## config.mk

```make
export PLATFORM = sky130hd
export DESIGN_NAME = pwm_multi_channel_gen
export DESIGN_NICKNAME = d
export VERILOG_FILES = /design/src/rtl/pwm_multi_channel_gen.sv
export SDC_FILE = /design/constraint.sdc
export NUM_CORES = 1
export LEC_CHECK = 0
export BUFFER_PORTS_ARGS = -buffer_cell sky130_fd_sc_hd__buf_4
export CAP_MARGIN = 20
export CORE_MARGIN = 2
export CORE_UTILIZATION = 60
export DETAILED_ROUTE_END_ITERATION = 10
export MAX_ROUTING_LAYER = met4
export PLACE_DENSITY_LB_ADDON = 0.05
export SYNTH_ARGS = -nofsm -noshare
export SYNTH_HDL_FRONTEND = slang
export SYNTH_SLANG_ARGS = --single-unit
```

## constraint.sdc

```tcl
create_clock -name clk -period 3.5 [get_ports clk]
set_input_delay 0.175 -clock clk [delete_from_list [all_inputs] [get_ports clk]]
set_output_delay 0.175 -clock clk [all_outputs]
set_load 0.01 [all_outputs]
```

## src/rtl/pwm_multi_channel_gen.sv

```systemverilog
// pwm_multi_channel_gen: CH-channel PWM generator with one shared period counter.
// Each channel has debounced increase/decrease buttons, a saturating shadow duty,
// and an active duty that reloads only at the period boundary.
// Optional macro PWM_PHASE_STAGGER_EN offsets each channel's compare count by
// i*(PERIOD/CH) so that the channels' switching edges are spread out.
module pwm_multi_channel_gen #(
  parameter int unsigned CH        = 4,
  parameter int unsigned CW        = 8,
  parameter int unsigned PERIOD    = 10,
  parameter int unsigned STEP      = 1,
  parameter int unsigned DUTY_INIT = 5,
  parameter int unsigned DEB_DIV   = 2
) (
  input  logic             clk,
  input  logic             rst,
  input  logic             ena,
  input  logic [CH-1:0]    ui_increase_duty,
  input  logic [CH-1:0]    ui_decrease_duty,
  output logic [CH-1:0]    uo_pwm_out,
  output logic             uo_period_start,
  output logic [CH*CW-1:0] uo_duty
);

  localparam int unsigned DW = (DEB_DIV > 1) ? $clog2(DEB_DIV) : 1;
  localparam logic [DW-1:0] DEB_LAST = DW'(DEB_DIV - 1);
  localparam logic [CW-1:0] CNT_LAST = CW'(PERIOD - 1);
  localparam logic [CW-1:0] PERIOD_C = CW'(PERIOD);
  localparam logic [CW-1:0] STEP_C   = CW'(STEP);
  localparam logic [CW-1:0] INIT_C   = CW'(DUTY_INIT);
  localparam logic [CW:0]   PERIOD_W = (CW+1)'(PERIOD);
  localparam logic [CW:0]   STEP_W   = (CW+1)'(STEP);

  logic [DW-1:0] deb_cnt_q, deb_cnt_d;
  logic [CW-1:0] cnt_q, cnt_d;
  logic          sample_en;
  logic [CH-1:0] inc_s1_q, inc_s1_d, inc_s2_q, inc_s2_d;
  logic [CH-1:0] dec_s1_q, dec_s1_d, dec_s2_q, dec_s2_d;
  logic [CH-1:0] inc_pulse, dec_pulse;
  logic [CW-1:0] shadow_q [CH];
  logic [CW-1:0] shadow_d [CH];
  logic [CW-1:0] active_q [CH];
  logic [CW-1:0] active_d [CH];
  logic [CW-1:0] pcnt [CH];
`ifdef PWM_PHASE_STAGGER_EN
  logic [CW:0]   pcnt_sum [CH];
`endif
  logic [CH-1:0] pwm_q, pwm_d;
  logic          ps_q, ps_d;

  // Debounce prescaler and period counter; both freeze while disabled
  always_comb begin
    sample_en = ena && (deb_cnt_q == DEB_LAST);
    deb_cnt_d = deb_cnt_q;
    cnt_d     = cnt_q;
    if (ena) begin
      deb_cnt_d = (deb_cnt_q == DEB_LAST) ? '0 : deb_cnt_q + DW'(1);
      cnt_d     = (cnt_q == CNT_LAST) ? '0 : cnt_q + CW'(1);
    end
  end

  // Two-stage button sampling and single-pulse edge detection per press
  always_comb begin
    inc_s1_d  = sample_en ? ui_increase_duty : inc_s1_q;
    inc_s2_d  = sample_en ? inc_s1_q : inc_s2_q;
    dec_s1_d  = sample_en ? ui_decrease_duty : dec_s1_q;
    dec_s2_d  = sample_en ? dec_s1_q : dec_s2_q;
    inc_pulse = inc_s1_q & ~inc_s2_q & {CH{sample_en}};
    dec_pulse = dec_s1_q & ~dec_s2_q & {CH{sample_en}};
  end

  // Saturating shadow duty update, widened by one bit so nothing wraps
  always_comb begin
    for (int unsigned i = 0; i < CH; i++) begin
      shadow_d[i] = shadow_q[i];
      if (inc_pulse[i] && !dec_pulse[i]) begin
        shadow_d[i] = (({1'b0, shadow_q[i]} + STEP_W) > PERIOD_W) ?
                      PERIOD_C : shadow_q[i] + STEP_C;
      end else if (dec_pulse[i] && !inc_pulse[i]) begin
        shadow_d[i] = (shadow_q[i] < STEP_C) ? '0 : shadow_q[i] - STEP_C;
      end
    end
  end

  // Active duty reloads from shadow on the last count of the period
  always_comb begin
    for (int unsigned i = 0; i < CH; i++) begin
      active_d[i] = (ena && (cnt_q == CNT_LAST)) ? shadow_q[i] : active_q[i];
    end
  end

  // Per-channel compare count (phase-shifted when staggering is built in)
  always_comb begin
    for (int unsigned i = 0; i < CH; i++) begin
`ifdef PWM_PHASE_STAGGER_EN
      pcnt_sum[i] = {1'b0, cnt_q} + (CW+1)'(i * (PERIOD / CH));
      pcnt[i]     = (pcnt_sum[i] >= PERIOD_W) ? CW'(pcnt_sum[i] - PERIOD_W)
                                              : pcnt_sum[i][CW-1:0];
`else
      pcnt[i]     = cnt_q;
`endif
    end
  end

  // Registered compare outputs and period-start marker
  always_comb begin
    pwm_d = '0;
    for (int unsigned i = 0; i < CH; i++) begin
      pwm_d[i] = ena && (pcnt[i] < active_q[i]);
    end
    ps_d = ena && (cnt_q == '0);
  end

  // Active duty readback packing
  always_comb begin
    uo_duty = '0;
    for (int unsigned i = 0; i < CH; i++) begin
      uo_duty[i*CW +: CW] = active_q[i];
    end
  end

  assign uo_pwm_out      = pwm_q;
  assign uo_period_start = ps_q;

  // State registers
  always_ff @(posedge clk or posedge rst) begin
    if (rst) begin
      deb_cnt_q <= '0;
      cnt_q     <= '0;
      inc_s1_q  <= '0;
      inc_s2_q  <= '0;
      dec_s1_q  <= '0;
      dec_s2_q  <= '0;
      pwm_q     <= '0;
      ps_q      <= 1'b0;
      for (int unsigned i = 0; i < CH; i++) begin
        shadow_q[i] <= INIT_C;
        active_q[i] <= INIT_C;
      end
    end else begin
      deb_cnt_q <= deb_cnt_d;
      cnt_q     <= cnt_d;
      inc_s1_q  <= inc_s1_d;
      inc_s2_q  <= inc_s2_d;
      dec_s1_q  <= dec_s1_d;
      dec_s2_q  <= dec_s2_d;
      pwm_q     <= pwm_d;
      ps_q      <= ps_d;
      for (int unsigned i = 0; i < CH; i++) begin
        shadow_q[i] <= shadow_d[i];
        active_q[i] <= active_d[i];
      end
    end
  end

endmodule

```

==> results of run 1 <==
layout by cell type, fill, tap and decap left out, drive strengths merged, types with 7 or more instances in the layout:
cell type,instances
mux2i,7
a21oi,12
ha,47
inv,49
clkbuf,10
a21o,9
nand2b,11
dfrtp,78
nor2,61
buf,50
nand3,20
xnor2,8
nor3,11
xor2,7
dfstp,16
o21ai,62
nor4,12
mux2,24
nand2,49
critical path, cell delays in order (launching register included):
cell and delay [ps]:
dfrtp_1 450, nand2_1 360, nor3b_1 330, ha_1 310
inv_1 130, nor4_1 570, a31oi_1 160, o221a_2 260
per-stage QoR:
stage / utilization, % / area [sq um]
final: 68.30 / 6311
after global routing: 68.30 / 6311
after CTS: 68.30 / 6311
after detailed placement: 66.38 / 6133
after global placement: 66.38 / 6133
after floorplan: - / 5719
power by group through the flow:
stage | Sequential, mW | Clock, mW | Combinational (mW)
floorplan | 2.06 | 0 | 1.97
global route | 2.38 | 0.696 | 2.97
CTS | 2.29 | 0.656 | 2.61
detailed placement | 2.31 | 0 | 2.59
finish | 2.30 | 0.638 | 2.59
global placement | 2.29 | 0 | 2.47
metal layers:
metal / wire (um) / global-route usage, % / vias up / share of wire [%]
met3: 420 / 3.037 / 10 / 3.5
met5: 0 / - / - / 0
li1: - / - / 2248 / -
met4: 88 / 6.445 / 0 / 0.73
met2: 5752 / 40.08 / 104 / 48
met1: 5721 / 34.27 / 2184 / 48
flip-flops by register name (all words and copies together) (netlist names):
name and cells:
dec_s2_q 4, shadow_q 32, uo_pwm_out 4, cnt_q 8, inc_s2_q 4, dec_s1_q 4
inc_s1_q 4, deb_cnt_q 1, uo_period_start 1, uo_duty 32
cell families (layout without fill, tap and decap cells):
group                    count (synthesis)  in the layout  share of synthesized area [%]
flip-flops                              94             94                          41.48
XOR/XNOR                                15             15                          2.297
adder cells (fa/ha/maj)                 47             47                          10.28
buffers and inverters                   84            117                          5.907
AND/OR/NAND/NOR                        205            205                          17.76
AO/OA/AOI/OAI                          141            141                          16.32
multiplexers                            31             31                          5.951
path summary, 6_finish.rpt:
check	from	endpoint	slack [ps]	cells after the start
hold / removal	ui_decrease_duty[1]	dec_s1_q[1]$_DFFE_PP0P_	50	2
hold reg to reg	dec_s2_q[1]$_DFFE_PP0P_	dec_s2_q[1]$_DFFE_PP0P_	500	1
max in group asynchronous	rst	uo_duty[16]$_DFFE_PP1P_	2220	4
min in group asynchronous	rst	shadow_q[20]$_DFFE_PP0P_	490	3
setup reg to reg	deb_cnt_q$_DFFE_PP0P_	shadow_q[27]$_DFFE_PP0P_	840	7
setup / recovery	deb_cnt_q$_DFFE_PP0P_	shadow_q[27]$_DFFE_PP0P_	840	7
layout make-up:
| cell class | count | area [sq um] |
|---|---|---|
| well taps | 129 | 161.4 |
| inverters | 50 | 188.9 |
| clock inverters | 6 | 40.04 |
| repair buffers | 51 | 410.4 |
| flip-flops and latches | 94 | 2372 |
| multi-input cells | 439 | 3010 |
| clock buffers | 10 | 127.6 |
| fillers | 751 | 2929 |
==> summary.md, run 1 <==
| Metric | Value |
|---|---|
| Run status | `complete, no violations` |
| Clock Path Buffers | `2` |
| Post-synth EDFFs | `0` |
| CTS Buf Count | `9` |
| Synth cell types | `63` |
| RSZ-0062 raised after global routing | `false` |
| Final Cycle Share | `75.90%` |
| P_int | `3.171 mW` |
| DR pass1 iterations | `7` |
| Synth area leader | `dfrtp_1` |
| Row cnt | `35` |
| CP Max Fanout | `12` |
| Routed len/inst | `15.38 um` |
| Fmax | `0.3764 GHz` |
| Vias per cell | `5.836` |
| Mapped Avg Cell Area | `9.269 sq um` |
| Commonest cells in the netlist | `dfrtp_1, nor2_1, o21ai_0` |
| Leak Pwr | `2.828 nW` |
| Number of global-route vias before repair | `4295` |
| Routed WL | `11980 um` |
| Final hold violation count | `0` |
| Pin count of the biggest net entering global routing | `52` |
| Period minus WS final | `2656 ps` |
| Area grow syn2layout | `10.35%` |
| Actual slew at the worst max-slew pin | `792.1 ps` |
| Mapped Area | `5719 sq um` |
| Power Density | `875.3 nW/um^2` |
| Core Area | `9240 sq um` |
| Top_reg_cell synth | `dfrtp_1` |
| Setup Viol. Count Final | `0` |
| Synth Net Count | `675` |
| Final Max Slew Viols | `0` |
| Async S/R FF share, synth | `100.0%` |
| Die H | `101.6 um` |
| IO Pins | `48` |
| ANT nets after route | `0` |
| PnR worst setup slack | `843.5 ps` |
| Drc violations | `0` |
| Layout cells sized above 1 | `17.54%` |
| Inserted Diodes | `0` |
| Initial antenna violation count | `0` |
| Remaining Overflow, GRT | `0` |
| Clock power share | `11.6%` |
| Synth top area share | `34.13%` |
| DIE AREA | `10330 sq um` |
| Root Buffer | `clkbuf_8` |
| Max-cap violations | `0` |
| Startpoint Class | `register` |
| Worst Hold Class | `in -> reg` |
| Total global-route track usage | `25.14%` |
| Register area share after synthesis | `41.48%` |
| Setup TNS | `0 ps` |
| # H-tree levels | `3` |
| Synth area leaders | `dfrtp_1, ha_1, dfstp_2` |
| Combinational fraction of design power | `46.9%` |
| Postcts setup bufs | `0` |
| Net Sw Power | `2.353 mW` |
| Sw Ratio | `42.60%` |
| Clock Skew | `9.316 ps` |
| Synth warn | `0` |
| Routability cong. | `0.8898` |
| Total power draw | `5.524 mW` |
| Reg power frac | `41.6%` |
| TritonCTS clock tree | `built` |
| Placed insts | `762` |
| Die width | `101.6 um` |
| Initial core utilization | `61.90%` |
| Gate Count Post-Synth | `617` |
| CP Data Arrival Time | `2900 ps` |
| Post-CTS sizing | `0` |
| Top-count cell post-synth | `dfrtp_1` |
| Worst hold slack | `54.39 ps` |
| Routed vias | `4546` |
| Max-slew headroom | `47.20%` |
| Clock latency on the worst-skew pair | `350 ps` |
| Type of the worst setup path | `reg -> reg` |
| Synth Register Bits | `94` |
| Peak supply drop | `0.0004292 V` |
| First-pass GRT wire length | `20200 um` |
| Hold_buf cts | `1` |
| Worst path required time | `3740 ps` |
| Setup crit end kind | `register` |
| Post-route insts no fill | `779` |
| CTS clk-pin slew, worst paths | `90 ps` |
| Final #Nets | `703` |
| Final HPWL DP | `8567 um` |
| Pre-CTS WS | `910.4 ps` |
| Clock net sink count | `94` |
| Initial DRC count | `178` |
| Buffers on Ports | `47` |
Note: power is estimated with default switching activity, not from simulation.
==> inputs of run 2 (changes only) <==
==> constraint.sdc (replaced) <==
create_clock -name clk -period 2.6 [get_ports clk]
set_input_delay 0.13 -clock clk [delete_from_list [all_inputs] [get_ports clk]]
set_output_delay 0.13 -clock clk [all_outputs]
set_load 0.01 [all_outputs]
==> summary.md, run 2 (same netlist as run 1, synthesis figures left out) <==
| Metric | Value |
|---|---|
| Run status | `complete, no violations (unchanged)` |
| Area grow syn2layout | `12.40% (was 10.35%)` |
| Combinational fraction of design power | `47.3% (was 46.9%)` |
| Pin count of the biggest net entering global routing | `52 (unchanged)` |
| Initial core utilization | `61.90% (unchanged)` |
| R2R cell count | `8 (was 7)` |
| CTS Buf Count | `9 (unchanged)` |
| Fmax | `0.4188 GHz (was 0.3764 GHz)` |
| Leak Pwr | `2.898 nW (was 2.828 nW)` |
| Type of the worst setup path | `reg -> reg (unchanged)` |
| Worst path required time | `2910 ps (was 3740 ps)` |
| RSZ-0062 raised after global routing | `false (unchanged)` |
| Setup crit end kind | `register (unchanged)` |
| Hold wc startpoint | `ui_increase_duty[2] (was ui_decrease_duty[1])` |
| Final hold violation count | `0 (unchanged)` |
| Reg power frac | `39.8% (was 41.6%)` |
| CP Launch Point | `shadow_q[0]$_DFFE_PP1P_ (was deb_cnt_q$_DFFE_PP0P_)` |
| Clock power share | `12.9% (was 11.6%)` |
| Clock net sink count | `94 (unchanged)` |
| Final HPWL DP | `8922 um (was 8567 um)` |
| Pre-CTS WS | `210.2 ps (was 910.4 ps)` |
| Clock latency on the worst-skew pair | `360 ps (was 350 ps)` |
| Final instance area | `6429 sq um (was 6311 sq um)` |
| Final Max Slew Viols | `0 (unchanged)` |
| CP cell instances | `inv_1, ha_1, nor2b_1, nor4_1, o41ai_2, buf_4, a2111oi_0, a21o_1 (was nand2_1, nor3b_1, ha_1, inv_1, nor4_1, a31oi_1, o221a_2)` |
| Number of global-route vias before repair | `4433 (was 4295)` |
| Inserted Diodes | `0 (unchanged)` |
| Final Cycle Share | `91.85% (was 75.90%)` |
| Worst path depth | `8 (was 7)` |
| Power Density | `1194 nW/um^2 (was 875.3 nW/um^2)` |
| Commonest non-fill, non-tap cell in the layout | `dfrtp_1 (unchanged)` |
| Drc violations | `0 (unchanged)` |
| Total global-route track usage | `25.71% (was 25.14%)` |
| IO Pins | `48 (unchanged)` |
| Buffers on Ports | `47 (unchanged)` |
| First-pass GRT wire length | `20520 um (was 20200 um)` |
| TritonCTS clock tree | `built (unchanged)` |
| Clock Path Buffers | `2 (unchanged)` |
| Die H | `101.6 um (unchanged)` |
| Final #Nets | `715 (was 703)` |
| Routed vias | `4585 (was 4546)` |
| R2R Setup Slk | `210 ps (was 840 ps)` |
| Peak supply drop | `0.0005613 V (was 0.0004292 V)` |
| Worst Hold Class | `in -> reg (unchanged)` |
| Max-cap violations | `0 (unchanged)` |
| CTS clk-pin slew, worst paths | `100 ps (was 90 ps)` |
| Routed WL | `12430 um (was 11980 um)` |
| Clock Skew | `8.726 ps (was 9.316 ps)` |
| DR pass1 iterations | `4 (was 7)` |
| Setup Viol. Count Final | `0 (unchanged)` |
| CP Max Fanout | `10 (was 12)` |
| DP Area | `6193 sq um (was 6133 sq um)` |
| Worst stage delay on the critical path | `650 ps (was 570 ps)` |
| Net Sw Power | `3.220 mW (was 2.353 mW)` |
| # H-tree levels | `3 (unchanged)` |
| Initial DRC count | `184 (was 178)` |
| Row cnt | `35 (unchanged)` |
| Startpoint Class | `register (unchanged)` |
| DIE AREA | `10330 sq um (unchanged)` |
| Reg2reg start | `shadow_q[0]$_DFFE_PP1P_ (was deb_cnt_q$_DFFE_PP0P_)` |
| Core Area | `9240 sq um (unchanged)` |
| Die width | `101.6 um (unchanged)` |
| Initial antenna violation count | `0 (unchanged)` |
| Most frequent cells in the layout | `dfrtp_1, nor2_1, o21ai_0, buf_4 (was dfrtp_1, nor2_1, o21ai_0, inv_1, nand2_1)` |
| CP max stage cell | `dfstp_2 (was nor4_1)` |
| Vias per cell | `5.804 (was 5.836)` |
| P_int | `4.459 mW (was 3.171 mW)` |
| Max-slew headroom | `48.43% (was 47.20%)` |
| Setup TNS | `0 ps (unchanged)` |
| Actual slew at the worst max-slew pin | `773.6 ps (was 792.1 ps)` |
| Remaining Overflow, GRT | `0 (unchanged)` |
| Routed len/inst | `15.73 um (was 15.38 um)` |
| Depth of the worst hold-timing path | `2 (unchanged)` |
| Sw Ratio | `41.93% (was 42.60%)` |
| Layout cells sized above 1 | `18.46% (was 17.54%)` |
| Crit path buffers/inverters | `2 (was 1)` |
| ANT nets after route | `0 (unchanged)` |
| Routability cong. | `0.9536 (was 0.8898)` |
| CP Data Arrival Time | `2700 ps (was 2900 ps)` |
| Root Buffer | `clkbuf_8 (unchanged)` |
| Layout fillers | `768 (was 751)` |
| PnR worst setup slack | `212.0 ps (was 843.5 ps)` |
| Worst hold slack | `14.59 ps (was 54.39 ps)` |
| Top delay family on crit path | `compound AO/OA/AOI/OAI gates (was simple AND/OR/NAND/NOR gates)` |
| Period minus WS final | `2388 ps (was 2656 ps)` |
| Layout Utilization | `69.57% (was 68.30%)` |
==> run 2: cell count changes in the layout (fill, tap and decap cells not counted) <==
cell,change
bufinv_16,+1
clkinv_2,-2
buf_4,+10
clkinvlp_4,-2
clkbuf_8,+1
dlygate4sd3_1,+2
clkbuf_1,+1
==> run 2: final cells by class <==
cell class | instances | area, sq um | area share [%]
Multi-Input combinational cell | 439 | 3010 | 46.83
Sequential cell | 94 | 2372 | 36.90
Timing Repair Buffer | 63 | 505.5 | 7.863
Inverter | 50 | 188.9 | 2.939
Tap cell | 129 | 161.4 | 2.511
Clock buffer | 12 | 145.1 | 2.258
Clock inverter | 3 | 45.04 | 0.7007
==> run 2: layer usage <==
layer / track usage [%] / vias up / wire, um
met5: - / - / 0
met3: 4.762 / 15 / 568
met4: 6.237 / 0 / 123
met2: 40.89 / 95 / 5964
met1: 34.19 / 2212 / 5769
li1: - / 2263 / -
==> run 2: stage by stage <==
| stage | std cells | power, mW |
|---|---|---|
| after detailed placement | 770 | 6.683 |
| after CTS | 786 | 7.675 |
| final | 790 | 7.679 |
| after global placement | 770 | 6.462 |
| after floorplan | 617 | 5.434 |
| after global routing | 790 | 8.333 |
==> run 2: final timing paths <==
check | to
worst min register to register | dec_s2_q[2]$_DFFE_PP0P_
max in group asynchronous | shadow_q[26]$_DFFE_PP1P_
worst max register to register | shadow_q[0]$_DFFE_PP1P_
worst max-delay path | shadow_q[0]$_DFFE_PP1P_
min in group asynchronous | uo_duty[14]$_DFFE_PP0P_
worst min-delay path | inc_s1_q[2]$_DFFE_PP0P_
==> run 2: what timing repair did <==
item,in CTS,in global routing
gates resized for setup,0,0
hold endpoints to repair,35,2
buffers inserted,0,2
endpoints found under the setup margin,0,2
hold buffers,1,2
==> run 2: power by group through the flow <==
stage	clock network (mW)	registers (mW)	logic (mW)
floorplan	0	2.78	2.66
global placement	0	3.02	3.44
detailed placement	0	3.07	3.61
CTS	0.993	3.05	3.63
global route	1.07	3.17	4.09
finish	0.988	3.06	3.63
==> inputs of run 3 (changes only) <==
--- a/config.mk
+++ b/config.mk
@@ -10,6 +10,7 @@
 export CORE_MARGIN = 2
 export CORE_UTILIZATION = 60
 export DETAILED_ROUTE_END_ITERATION = 10
+export GPL_TIMING_DRIVEN = 0
 export MAX_ROUTING_LAYER = met4
 export PLACE_DENSITY_LB_ADDON = 0.05
 export SYNTH_ARGS = -nofsm -noshare
==> summary.md, run 3 (same netlist as run 1, synthesis figures left out) <==
| Metric | Value |
|---|---|
| Run status | `complete, no violations (unchanged)` |
| Top delay family on crit path | `compound AO/OA/AOI/OAI gates (unchanged)` |
| Worst path required time | `2840 ps (was 2910 ps)` |
| CP cell instances | `inv_1, ha_1, or4b_4, o41a_4, a32oi_1, nor2_1, a221oi_2, o21ai_1 (was inv_1, ha_1, nor2b_1, nor4_1, o41ai_2, buf_4, a2111oi_0, a21o_1)` |
| Final hold violation count | `0 (unchanged)` |
| Layout cells sized above 1 | `19.03% (was 18.46%)` |
| Total power draw | `7.660 mW (was 7.679 mW)` |
| DP Area | `6264 sq um (was 6193 sq um)` |
| Final HPWL DP | `9248 um (was 8922 um)` |
| Worst Hold Class | `in -> reg (unchanged)` |
| Setup Viol. Count Final | `0 (unchanged)` |
| CP Data Arrival Time | `2650 ps (was 2700 ps)` |
| Final #Nets | `737 (was 715)` |
| Pin count of the biggest net entering global routing | `55 (was 52)` |
| Period minus WS final | `2418 ps (was 2388 ps)` |
| Layout Utilization | `70.82% (was 69.57%)` |
| Root Buffer | `clkbuf_8 (unchanged)` |
| Final Cycle Share | `93.01% (was 91.85%)` |
| Most frequent cells in the layout | `dfrtp_1, nor2_1, o21ai_0, inv_1 (was dfrtp_1, nor2_1, o21ai_0, buf_4)` |
| Number of global-route vias before repair | `4613 (was 4433)` |
| Buffers on Ports | `47 (unchanged)` |
| PnR worst setup slack | `181.7 ps (was 212.0 ps)` |
| Routability cong. | `0.9069 (was 0.9536)` |
| CP Max Fanout | `9 (was 10)` |
| Clock net sink count | `94 (unchanged)` |
| Setup TNS | `0 ps (unchanged)` |
| Drc violations | `0 (unchanged)` |
| Die H | `101.6 um (unchanged)` |
| DR pass1 iterations | `5 (was 4)` |
| Final instance area | `6544 sq um (was 6429 sq um)` |
| Area grow syn2layout | `14.42% (was 12.40%)` |
| Type of the worst setup path | `reg -> reg (unchanged)` |
| Routed WL | `12810 um (was 12430 um)` |
| ANT nets after route | `0 (unchanged)` |
| Crit path buffers/inverters | `1 (was 2)` |
| Startpoint Class | `register (unchanged)` |
| Initial core utilization | `61.90% (unchanged)` |
| Inserted Diodes | `0 (unchanged)` |
| Worst stage delay on the critical path | `520 ps (was 650 ps)` |
| CTS clk-pin slew, worst paths | `90 ps (was 100 ps)` |
| Initial DRC count | `265 (was 184)` |
| Vias per cell | `5.820 (was 5.804)` |
| Leak Pwr | `2.939 nW (was 2.898 nW)` |
| Routed vias | `4726 (was 4585)` |
| Clock Path Buffers | `2 (unchanged)` |
| Actual slew at the worst max-slew pin | `556.5 ps (was 773.6 ps)` |
| Die width | `101.6 um (unchanged)` |
| Row cnt | `35 (unchanged)` |
| Remaining Overflow, GRT | `0 (unchanged)` |
| Pre-CTS WS | `-325.8 ps (was 210.2 ps)` |
| Routed len/inst | `15.77 um (was 15.73 um)` |
| Fmax | `0.4135 GHz (was 0.4188 GHz)` |
| Setup crit end kind | `register (unchanged)` |
| DIE AREA | `10330 sq um (unchanged)` |
| RSZ-0062 raised after global routing | `false (unchanged)` |
| Final Max Slew Viols | `0 (unchanged)` |
| IO Pins | `48 (unchanged)` |
| Initial antenna violation count | `0 (unchanged)` |
| Core Area | `9240 sq um (unchanged)` |
| CTS Buf Count | `9 (unchanged)` |
| Commonest non-fill, non-tap cell in the layout | `dfrtp_1 (unchanged)` |
| TritonCTS clock tree | `built (unchanged)` |
| First-pass GRT wire length | `21690 um (was 20520 um)` |
| Total global-route track usage | `27.44% (was 25.71%)` |
| CP max stage cell | `or4b_4 (was dfstp_2)` |
| Power Density | `1171 nW/um^2 (was 1194 nW/um^2)` |
| Peak supply drop | `0.0005839 V (was 0.0005613 V)` |
| Max-slew headroom | `62.90% (was 48.43%)` |
| # H-tree levels | `3 (unchanged)` |
| Clock Skew | `10.35 ps (was 8.726 ps)` |
| Max-cap violations | `0 (unchanged)` |
| Clock latency on the worst-skew pair | `360 ps (about the same)` |
## run 3: cell count changes in the layout (fill, tap and decap cells not counted), moves of 4 or more
| cell | change |
|---|---|
| clkbuf_1 | +18 |
| buf_4 | -10 |
| buf_2 | +9 |
| dlygate4sd3_1 | +4 |
## run 3: worst paths after layout
| check | from | end | slack (ps) | cells past startpoint |
|---|---|---|---|---|
| min reg2reg | dec_s2_q[3]$_DFFE_PP0P_ | dec_s2_q[3]$_DFFE_PP0P_ | 500 | 1 |
| min | ui_decrease_duty[3] | dec_s1_q[3]$_DFFE_PP0P_ | 10 | 2 |
| max in group asynchronous | rst | uo_duty[16]$_DFFE_PP1P_ | 1530 | 4 |
| max reg2reg | shadow_q[1]$_DFFE_PP0P_ | shadow_q[3]$_DFFE_PP0P_ | 180 | 8 |
| max | shadow_q[1]$_DFFE_PP0P_ | shadow_q[3]$_DFFE_PP0P_ | 180 | 8 |
| min in group asynchronous | rst | shadow_q[19]$_DFFE_PP0P_ | 360 | 3 |
## run 3: where the power goes
part           internal (mW)  switching (mW)
combinational           1.79            2.07
sequential              2.20           0.667
clock                  0.424           0.511
total                   4.42            3.24
## run 3: timing repair
| action | 4_1_cts | 5_1_grt |
|---|---|---|
| setup endpoints to repair | 5 | 5 |
| hold buffers | 7 | 0 |
| buffers inserted | 0 | 0 |
| hold endpoints to repair | 41 | 0 |
| gates cloned | 0 | 0 |
| resized for setup | 4 | 6 |
## run 3: area by class of cell
type | instances | area, sq um
Tap cell | 129 | 161.4
Inverter | 50 | 190.2
Multi-Input combinational cell | 439 | 3048
Sequential cell | 94 | 2374
Fill cell | 759 | 2696
Clock inverter | 2 | 16.27
Timing Repair Buffer | 55 | 450.4
Clock buffer | 13 | 168.9
Buffer | 30 | 135.1
## run 3: metrics by stage
step	hold WS (ps)	cells
floorplan	280.6	617
global placement	363.5	793
detailed placement	215.0	794
CTS	1.726	815
global route	2.411	812
finish	11.00	812
## run 3: per-layer routing
layer | routed length, um | track usage, %
met1 | 5833 | 37.11
met5 | 0 | -
met3 | 534 | 3.037
met2 | 6282 | 43.93
met4 | 158 | 7.796
